$ cat config.mk
export PLATFORM = sky130hd
export DESIGN_NAME = filter_svf_mc_flat
export DESIGN_NICKNAME = d
export VERILOG_FILES = /design/src/rtl/filter_svf_mc_if.sv /design/src/rtl/filter_svf_mc.sv /design/src/flat_wrapper.sv
export SDC_FILE = /design/constraint.sdc
export NUM_CORES = 2
export LEC_CHECK = 0
export CAP_MARGIN = 20
export CORE_MARGIN = 2
export CORE_UTILIZATION = 30
export DETAILED_ROUTE_END_ITERATION = 16
export HOLD_SLACK_MARGIN = 0.06
export PLACE_DENSITY = 0.57
export SETUP_SLACK_MARGIN = 0.4
export SYNTH_ARGS = -nofsm -noshare
export SYNTH_HDL_FRONTEND = slang
export SYNTH_SLANG_ARGS = --single-unit
$ cat constraint.sdc
create_clock -name clk -period 14.63 [get_ports clk]
set_input_delay 2.926 -clock clk [delete_from_list [all_inputs] [get_ports clk]]
set_output_delay 2.926 -clock clk [all_outputs]
set_load 0.01 [all_outputs]
$ cat src/rtl/filter_svf_mc_if.sv
// Register-write, sample and result bundle for the multi-channel state-variable filter.
// Signal names are kept identical to the original flat port list.
interface filter_svf_mc_if #(
    parameter int W   = 16,
    parameter int CH  = 2,
    parameter int CHW = (CH > 1) ? $clog2(CH) : 1
);
    logic              clkEn;
    logic [CH*W-1:0]   iIn;
    logic              iWE;
    logic [CHW-1:0]    iCh;
    logic [4:0]        iAddr;
    logic [7:0]        iData;
    logic [CH*W-1:0]   oLP;
    logic [CH*W-1:0]   oBP;
    logic [CH*W-1:0]   oHP;
    logic [CH*W-1:0]   oMix;
    logic              oValid;
    logic              oBusy;
    logic              oOverrun;

    modport master (
        output clkEn, iIn, iWE, iCh, iAddr, iData,
        input  oLP, oBP, oHP, oMix, oValid, oBusy, oOverrun
    );

    modport slave (
        input  clkEn, iIn, iWE, iCh, iAddr, iData,
        output oLP, oBP, oHP, oMix, oValid, oBusy, oOverrun
    );
endinterface

$ cat src/rtl/filter_svf_mc.sv
// Time-multiplexed state-variable filter: CH channels share one W+1 x CW multiplier,
// four cycles per channel, with per-channel cutoff smoothing and a mode-select mixer.
module filter_svf_mc #(
    parameter int W  = 16,
    parameter int CW = 16,
    parameter int CH = 2
) (
    input logic            clk,
    input logic            rst,
    filter_svf_mc_if.slave bus
);
    localparam int CHW = (CH > 1) ? $clog2(CH) : 1;

    localparam logic signed [W+2:0] S_MAX = {3'b000, {W{1'b1}}};
    localparam logic signed [W+2:0] S_MIN = {3'b111, {W{1'b0}}};
    localparam logic signed [W+2:0] O_MAX = {4'b0000, {(W-1){1'b1}}};
    localparam logic signed [W+2:0] O_MIN = {4'b1111, {(W-1){1'b0}}};

    typedef enum logic [2:0] {IDLE, SA, SB, SC, SD} state_t;

    state_t state_q, state_d;

    logic [CHW-1:0]     c_q;
    logic signed [W-1:0] in_q   [CH];
    logic signed [W:0]   low_q  [CH];
    logic signed [W:0]   band_q [CH];
    logic signed [W:0]   high_q [CH];
    logic [CW-1:0]       lag0_q [CH];
    logic [CW-1:0]       lag1_q [CH];
    logic [10:0]         freq_q [CH];
    logic [3:0]          res_q  [CH];
    logic [2:0]          mode_q [CH];
    logic signed [W:0]   p_q;
    logic [CH*W-1:0]     lp_q, bp_q, hp_q, mix_q;
    logic                valid_q, overrun_q;

    logic                accept, drop, load_p, last;
    logic signed [W:0]   mul_a;
    logic [CW-1:0]       mul_b;
    logic signed [W+CW+1:0] prod;
    logic signed [W:0]   p_next;
    logic signed [W:0]   low_new, h_val, band_new;
    logic signed [W+2:0] mix_sum;

    function automatic logic signed [W+2:0] ext(input logic signed [W:0] x);
        return (W+3)'(x);
    endfunction

    function automatic logic signed [W:0] sat(input logic signed [W+2:0] x);
        if (x > S_MAX)      return (W+1)'(S_MAX);
        else if (x < S_MIN) return (W+1)'(S_MIN);
        else                return (W+1)'(x);
    endfunction

    function automatic logic signed [W-1:0] clip(input logic signed [W+2:0] x);
        if (x > O_MAX)      return W'(O_MAX);
        else if (x < O_MIN) return W'(O_MIN);
        else                return W'(x);
    endfunction

    // (freq+1) << (CW-11) reaches 2^CW for freq = 0x7FF, hence the CW+1-bit intermediate.
    function automatic logic [CW-1:0] cut_target(input logic [10:0] f);
        logic [CW:0] t;
        t = (CW+1)'(f) + (CW+1)'(1);
        t = t << (CW - 11);
        return CW'(t >> 2);
    endfunction

    function automatic logic [CW-1:0] res_coef(input logic [3:0] r);
        logic [CW:0] t;
        t = ((CW+1)'(3) << (CW - 2)) - (CW+1)'(1) - ((CW+1)'(r) << (CW - 5));
        return CW'(t);
    endfunction

    function automatic logic [CW-1:0] lag_avg(input logic [CW-1:0] a, input logic [CW-1:0] b);
        logic [CW:0] s;
        s = {1'b0, a} + {1'b0, b};
        return s[CW:1];
    endfunction

    always_ff @(posedge clk) begin
        if (rst) state_q <= IDLE;
        else     state_q <= state_d;
    end

    always_comb begin
        state_d = state_q;
        accept  = 1'b0;
        load_p  = 1'b0;
        mul_a   = '0;
        mul_b   = '0;
        last    = (c_q == CHW'(CH - 1));
        drop    = bus.clkEn && (state_q != IDLE);
        case (state_q)
            IDLE: begin
                if (bus.clkEn) begin
                    accept  = 1'b1;
                    state_d = SA;
                end
            end
            SA: begin
                mul_a   = band_q[c_q];
                mul_b   = lag1_q[c_q];
                load_p  = 1'b1;
                state_d = SB;
            end
            SB: begin
                mul_a   = band_q[c_q];
                mul_b   = res_coef(res_q[c_q]);
                load_p  = 1'b1;
                state_d = SC;
            end
            SC: begin
                mul_a   = h_val;
                mul_b   = lag1_q[c_q];
                load_p  = 1'b1;
                state_d = SD;
            end
            SD: state_d = last ? IDLE : SA;
            default: state_d = IDLE;
        endcase
    end

    // Coefficient is unsigned, so it is zero-extended before the signed multiply.
    always_comb begin
        prod   = (W+CW+2)'(mul_a) * (W+CW+2)'($signed({1'b0, mul_b}));
        p_next = (W+1)'(prod >>> CW);
    end

    always_comb begin
        low_new  = sat(ext(low_q[c_q]) + ext(p_q));
        h_val    = sat((W+3)'(in_q[c_q]) - ext(low_q[c_q]) - ext(p_q));
        band_new = sat(ext(band_q[c_q]) + ext(p_q));
        mix_sum  = '0;
        if (mode_q[c_q][0]) mix_sum = mix_sum + ext(low_q[c_q]);
        if (mode_q[c_q][1]) mix_sum = mix_sum + ext(band_new);
        if (mode_q[c_q][2]) mix_sum = mix_sum + ext(high_q[c_q]);
    end

    always_ff @(posedge clk) begin
        if (rst) begin
            c_q       <= '0;
            p_q       <= '0;
            lp_q      <= '0;
            bp_q      <= '0;
            hp_q      <= '0;
            mix_q     <= '0;
            valid_q   <= 1'b0;
            overrun_q <= 1'b0;
            for (int unsigned k = 0; k < CH; k++) begin
                in_q[k]   <= '0;
                low_q[k]  <= '0;
                band_q[k] <= '0;
                high_q[k] <= '0;
                lag0_q[k] <= '0;
                lag1_q[k] <= '0;
                freq_q[k] <= '0;
                res_q[k]  <= '0;
                mode_q[k] <= '0;
            end
        end else begin
            valid_q <= 1'b0;
            if (drop) overrun_q <= 1'b1;

            if (bus.iWE) begin
                for (int unsigned k = 0; k < CH; k++) begin
                    if (bus.iCh == CHW'(k)) begin
                        case (bus.iAddr)
                            5'h15:   freq_q[k][2:0]  <= bus.iData[2:0];
                            5'h16:   freq_q[k][10:3] <= bus.iData;
                            5'h17:   res_q[k]        <= bus.iData[7:4];
                            5'h18:   mode_q[k]       <= bus.iData[6:4];
                            default: ;
                        endcase
                    end
                end
            end

            // lag1 averages with the pre-update lag0, giving a two-stage lag on the cutoff.
            if (accept) begin
                c_q <= '0;
                for (int unsigned k = 0; k < CH; k++) begin
                    in_q[k]   <= bus.iIn[k*W +: W];
                    lag0_q[k] <= lag_avg(lag0_q[k], cut_target(freq_q[k]));
                    lag1_q[k] <= lag_avg(lag1_q[k], lag0_q[k]);
                end
            end

            if (load_p) p_q <= p_next;

            case (state_q)
                SB: low_q[c_q]  <= low_new;
                SC: high_q[c_q] <= h_val;
                SD: begin
                    band_q[c_q]          <= band_new;
                    lp_q[c_q*W +: W]     <= clip(ext(low_q[c_q]));
                    bp_q[c_q*W +: W]     <= clip(ext(band_new));
                    hp_q[c_q*W +: W]     <= clip(ext(high_q[c_q]));
                    mix_q[c_q*W +: W]    <= clip(mix_sum);
                    if (last) valid_q <= 1'b1;
                    else      c_q     <= c_q + CHW'(1);
                end
                default: ;
            endcase
        end
    end

    assign bus.oLP      = lp_q;
    assign bus.oBP      = bp_q;
    assign bus.oHP      = hp_q;
    assign bus.oMix     = mix_q;
    assign bus.oValid   = valid_q;
    assign bus.oBusy    = (state_q != IDLE);
    assign bus.oOverrun = overrun_q;
endmodule
$ cat src/flat_wrapper.sv
// flat-port wrapper written by rule: the top's interface ports become plain ports
module filter_svf_mc_flat 
#(
    parameter int W  = 16,
    parameter int CW = 16,
    parameter int CH = 2
)
  (clk, rst, bus_clkEn, bus_iIn, bus_iWE, bus_iCh, bus_iAddr, bus_iData, bus_oLP, bus_oBP, bus_oHP, bus_oMix, bus_oValid, bus_oBusy, bus_oOverrun);
  filter_svf_mc_if #(.W(W), .CH(CH)) bus_i ();
  input logic clk;
  input logic rst;
  input wire logic [$bits(bus_i.clkEn)-1:0] bus_clkEn;
  input wire logic [$bits(bus_i.iIn)-1:0] bus_iIn;
  input wire logic [$bits(bus_i.iWE)-1:0] bus_iWE;
  input wire logic [$bits(bus_i.iCh)-1:0] bus_iCh;
  input wire logic [$bits(bus_i.iAddr)-1:0] bus_iAddr;
  input wire logic [$bits(bus_i.iData)-1:0] bus_iData;
  output wire logic [$bits(bus_i.oLP)-1:0] bus_oLP;
  output wire logic [$bits(bus_i.oBP)-1:0] bus_oBP;
  output wire logic [$bits(bus_i.oHP)-1:0] bus_oHP;
  output wire logic [$bits(bus_i.oMix)-1:0] bus_oMix;
  output wire logic [$bits(bus_i.oValid)-1:0] bus_oValid;
  output wire logic [$bits(bus_i.oBusy)-1:0] bus_oBusy;
  output wire logic [$bits(bus_i.oOverrun)-1:0] bus_oOverrun;
  assign bus_i.clkEn = bus_clkEn;
  assign bus_i.iIn = bus_iIn;
  assign bus_i.iWE = bus_iWE;
  assign bus_i.iCh = bus_iCh;
  assign bus_i.iAddr = bus_iAddr;
  assign bus_i.iData = bus_iData;
  assign bus_oLP = bus_i.oLP;
  assign bus_oBP = bus_i.oBP;
  assign bus_oHP = bus_i.oHP;
  assign bus_oMix = bus_i.oMix;
  assign bus_oValid = bus_i.oValid;
  assign bus_oBusy = bus_i.oBusy;
  assign bus_oOverrun = bus_i.oOverrun;
  filter_svf_mc #(.W(W), .CW(CW), .CH(CH)) u_core (.clk(clk), .rst(rst), .bus(bus_i));
endmodule
==> out/results.ini <==
[status]
outcome=finished, final reports clean

[critical_path]
critical_path_class=reg2reg
critPathTopFamily=adder cells
cp_slowest_cell=or4b_1
critPathLaunch=u_core.c_q$_SDFF_PP0_
rr_endpoint=u_core.p_q[16]$_SDFFE_PP0N_
cp_num_buf_inv=4
start_kind=flip-flop
worst_setup_path_end_kind=flip-flop
crit_path_max_incr_delay_ns=0.88
r2r_cells=32
cpMostUsedCell=fa_1
arrival_ns=12.95
cp.required_ns=15.07
worstReg2RegStart=u_core.c_q$_SDFF_PP0_
reg2reg_slack_ns=2.13
cp_max_fo=42

[placement]
io_buffer_count=180
dp_hpwl_um=77800
place.gp.congestion=0.914

[global_routing]
antenna_found_initial=1
grt_usage_pct=17.5
grt_pass1_vias=25252
grt_max_degree=80
grt-ovfl-total=0
grt_pass1_wl_um=151000

[cells_and_area]
regArea_um2=10100
syn_to_final_growth_pct=14.8
final_nets=4202
final_cell_mix=inv_1, nor2_1, nand2_1
multi_input_area_um2=20600
fillers=11110
final_common_cell=inv_1
diodes=0
final_layout_size_suffix_gt1_share_pct=6.56

[floorplanning]
ios=181
die_y_um=335
core_um2=109000
row_count=121
initial_utilization_pct=30.2
die_x_um=335
fp.dieArea_um2=112000

[timing]
tns_ns=0
fmax_mhz=80.0
min_period_ns=12.50
drv_slew=0
period_share_pct=85.5
relSlewSlack_pct=24.2
hold_viol=0
clock_skew_ns=0.0377
rsz0062_at_grt=no
finalSetupViolations=0
worst_pin_slew_ns=1.13
timing.hold.ws_ns=0.451

[power]
p_seq_share_pct=30.0
comb_power_share_pct=43.2
leakage_nw=16.3
p_int_mw=2.55
ir_drop_uv=85.6
p_sw_mw=1.71
pwr-share-clk_pct=26.8
power_density_nw_per_um2=113
swShare_pct=40.2

[logic_synthesis]
yosysTopAreaCell=edfxtp_1
syn_inst=3472
synth_nets=4060
ys_top_cells_by_area=edfxtp_1, fa_1, dfxtp_1, ha_1, inv_1
yosysUniqueCellTypes=94
synth.top_cell.area_share_pct=21.4
synth-edff-count=234
ys_seq_area_share_pct=30.5
synth-async-reset-ratio_pct=0
ys.flop_type=edfxtp_1
syn-cell-area_um2=32900
synth_warnings=0
synth.avg_cell_area_um2=9.48
ys_seq_elements=385

[routing]
wl_per_cell_um=19.5
dr.first_iter.drc_count=1784
drt_wl_total_um=98600
drc=0
via_count=25313
antenna_left=0
drt_first_pass_iters=5
viasPerCell=5.00

[min_path]
min_path_type=reg2reg
hold_path_end=u_core.bus.oLP[8]$_SDFFE_PP0P_
hold_depth=2
min_from=u_core.bus.oLP[8]$_SDFFE_PP0P_

[cts]
cts.sinks=385
cts_setup_buffers=0
cts_hold_buffers=0
clk_path_buf_depth=3
cts_tree=done
cts-resized-gates=0
insertion_delay_ns=0.59
cts_buffers=40
htree_levels=2
cts.reportedPaths.clkPinSlew_ns=0.06
ctsRootBufferMaster=clkbuf_16

[run]
drv_cap=0

-- synth_stat cells (18+ instances only) --
library cell and count:
a21o_1 49, a21oi_1 180, a221o_1 41, a22o_1 26, and2_1 65, and3_1 18
clkbuf_1 88, dfxtp_1 151, edfxtp_1 234, fa_1 297, ha_1 241, inv_1 479
mux2_2 47, mux2i_1 47, nand2_1 322, nand2b_1 32, nand3_1 38, nor2_1 387
nor2b_1 24, nor3_1 43, o211ai_1 19, o21a_1 25, o21ai_0 170, o21bai_1 19
xnor2_1 86, xor2_1 56
-- power by group through the flow --
stage               registers [mW]  clock network (mW)  logic (mW)
floorplan                     1.27                   0        1.33
global placement              1.30                   0        1.80
detailed placement            1.30                   0        1.81
CTS                           1.28                1.17        1.82
global route                  1.28                1.21        2.03
finish                        1.28                1.14        1.84
-- stage by stage --
step                      setup slack (ns)  util [%]  cells  power, mW  cell area [um2]
after CTS                             2.20      34.7   5056       4.27            37800
after detailed placement              2.23      33.3   4982       3.11            36300
after global routing                  1.52      34.7   5060       4.52            37800
after floorplan                       2.84         -   3472       2.60            32900
after global placement                2.29      33.3   4981       3.10            36300
final                                 2.13      34.7   5060       4.26            37800
-- routing by layer --
metal	GRT usage (%)	vias to the layer above	part of all wire (%)
li1	-	11963	-
met1	24.2	12366	45
met2	27.3	818	45
met3	3.57	164	7.3
met4	5.15	2	3.0
met5	0.391	-	0.061
-- worst max-delay path by stage --
stage                                  end  slack, ns  depth (start not counted)
6_report       u_core.p_q[16]$_SDFFE_PP0N_       2.13                         32
5_1_grt        u_core.p_q[16]$_SDFFE_PP0N_       1.52                         32
4_1_cts        u_core.p_q[16]$_SDFFE_PP0N_       2.20                         34
3_5_place_dp   u_core.p_q[16]$_SDFFE_PP0N_       2.23                         34
3_3_place_gp   u_core.p_q[16]$_SDFFE_PP0N_       2.29                         33
2_1_floorplan  u_core.p_q[16]$_SDFFE_PP0N_       2.84                         42
-- registers in the layout (all words and copies together) (netlist names), 17 cells and up --
register and count:
u_core.bus.oBP 32, u_core.in_q 32, u_core.lag0_q 32, u_core.bus.oLP 32
u_core.p_q 17, u_core.bus.oHP 32, u_core.band_q 34, u_core.low_q 34
u_core.lag1_q 32, u_core.freq_q 22, u_core.bus.oMix 32, u_core.high_q 34
-- cells by family after synthesis --
| group | count (synthesis) | synth area share (%) |
|---|---|---|
| simple gates | 1006 | 13.6 |
| mux | 95 | 3.07 |
| fa+ha+maj | 540 | 27.3 |
| compound gates | 701 | 14.6 |
| buf+inv | 603 | 7.07 |
| xor+xnor | 142 | 3.78 |
| flops | 385 | 30.5 |
-- layout make-up --
type,count,share of cell area [%]
Clock buffer,48,2.82
Clock inverter,26,1.04
Inverter,480,4.77
Multi-Input combinational cell,2484,54.5
Sequential cell,385,26.6
Tap cell,1414,4.68
Timing Repair Buffer,223,5.59
-- worst reg2reg max path: cells and delay by family (launching register included) --
kind	cells	cell delay, ns
fa+ha+maj	9	4.25
buf+inv	4	0.57
flops	1	0.80
compound gates	9	3.11
mux	2	0.76
simple gates	8	2.87
No activity file was read; power rests on OpenSTA's default activity.
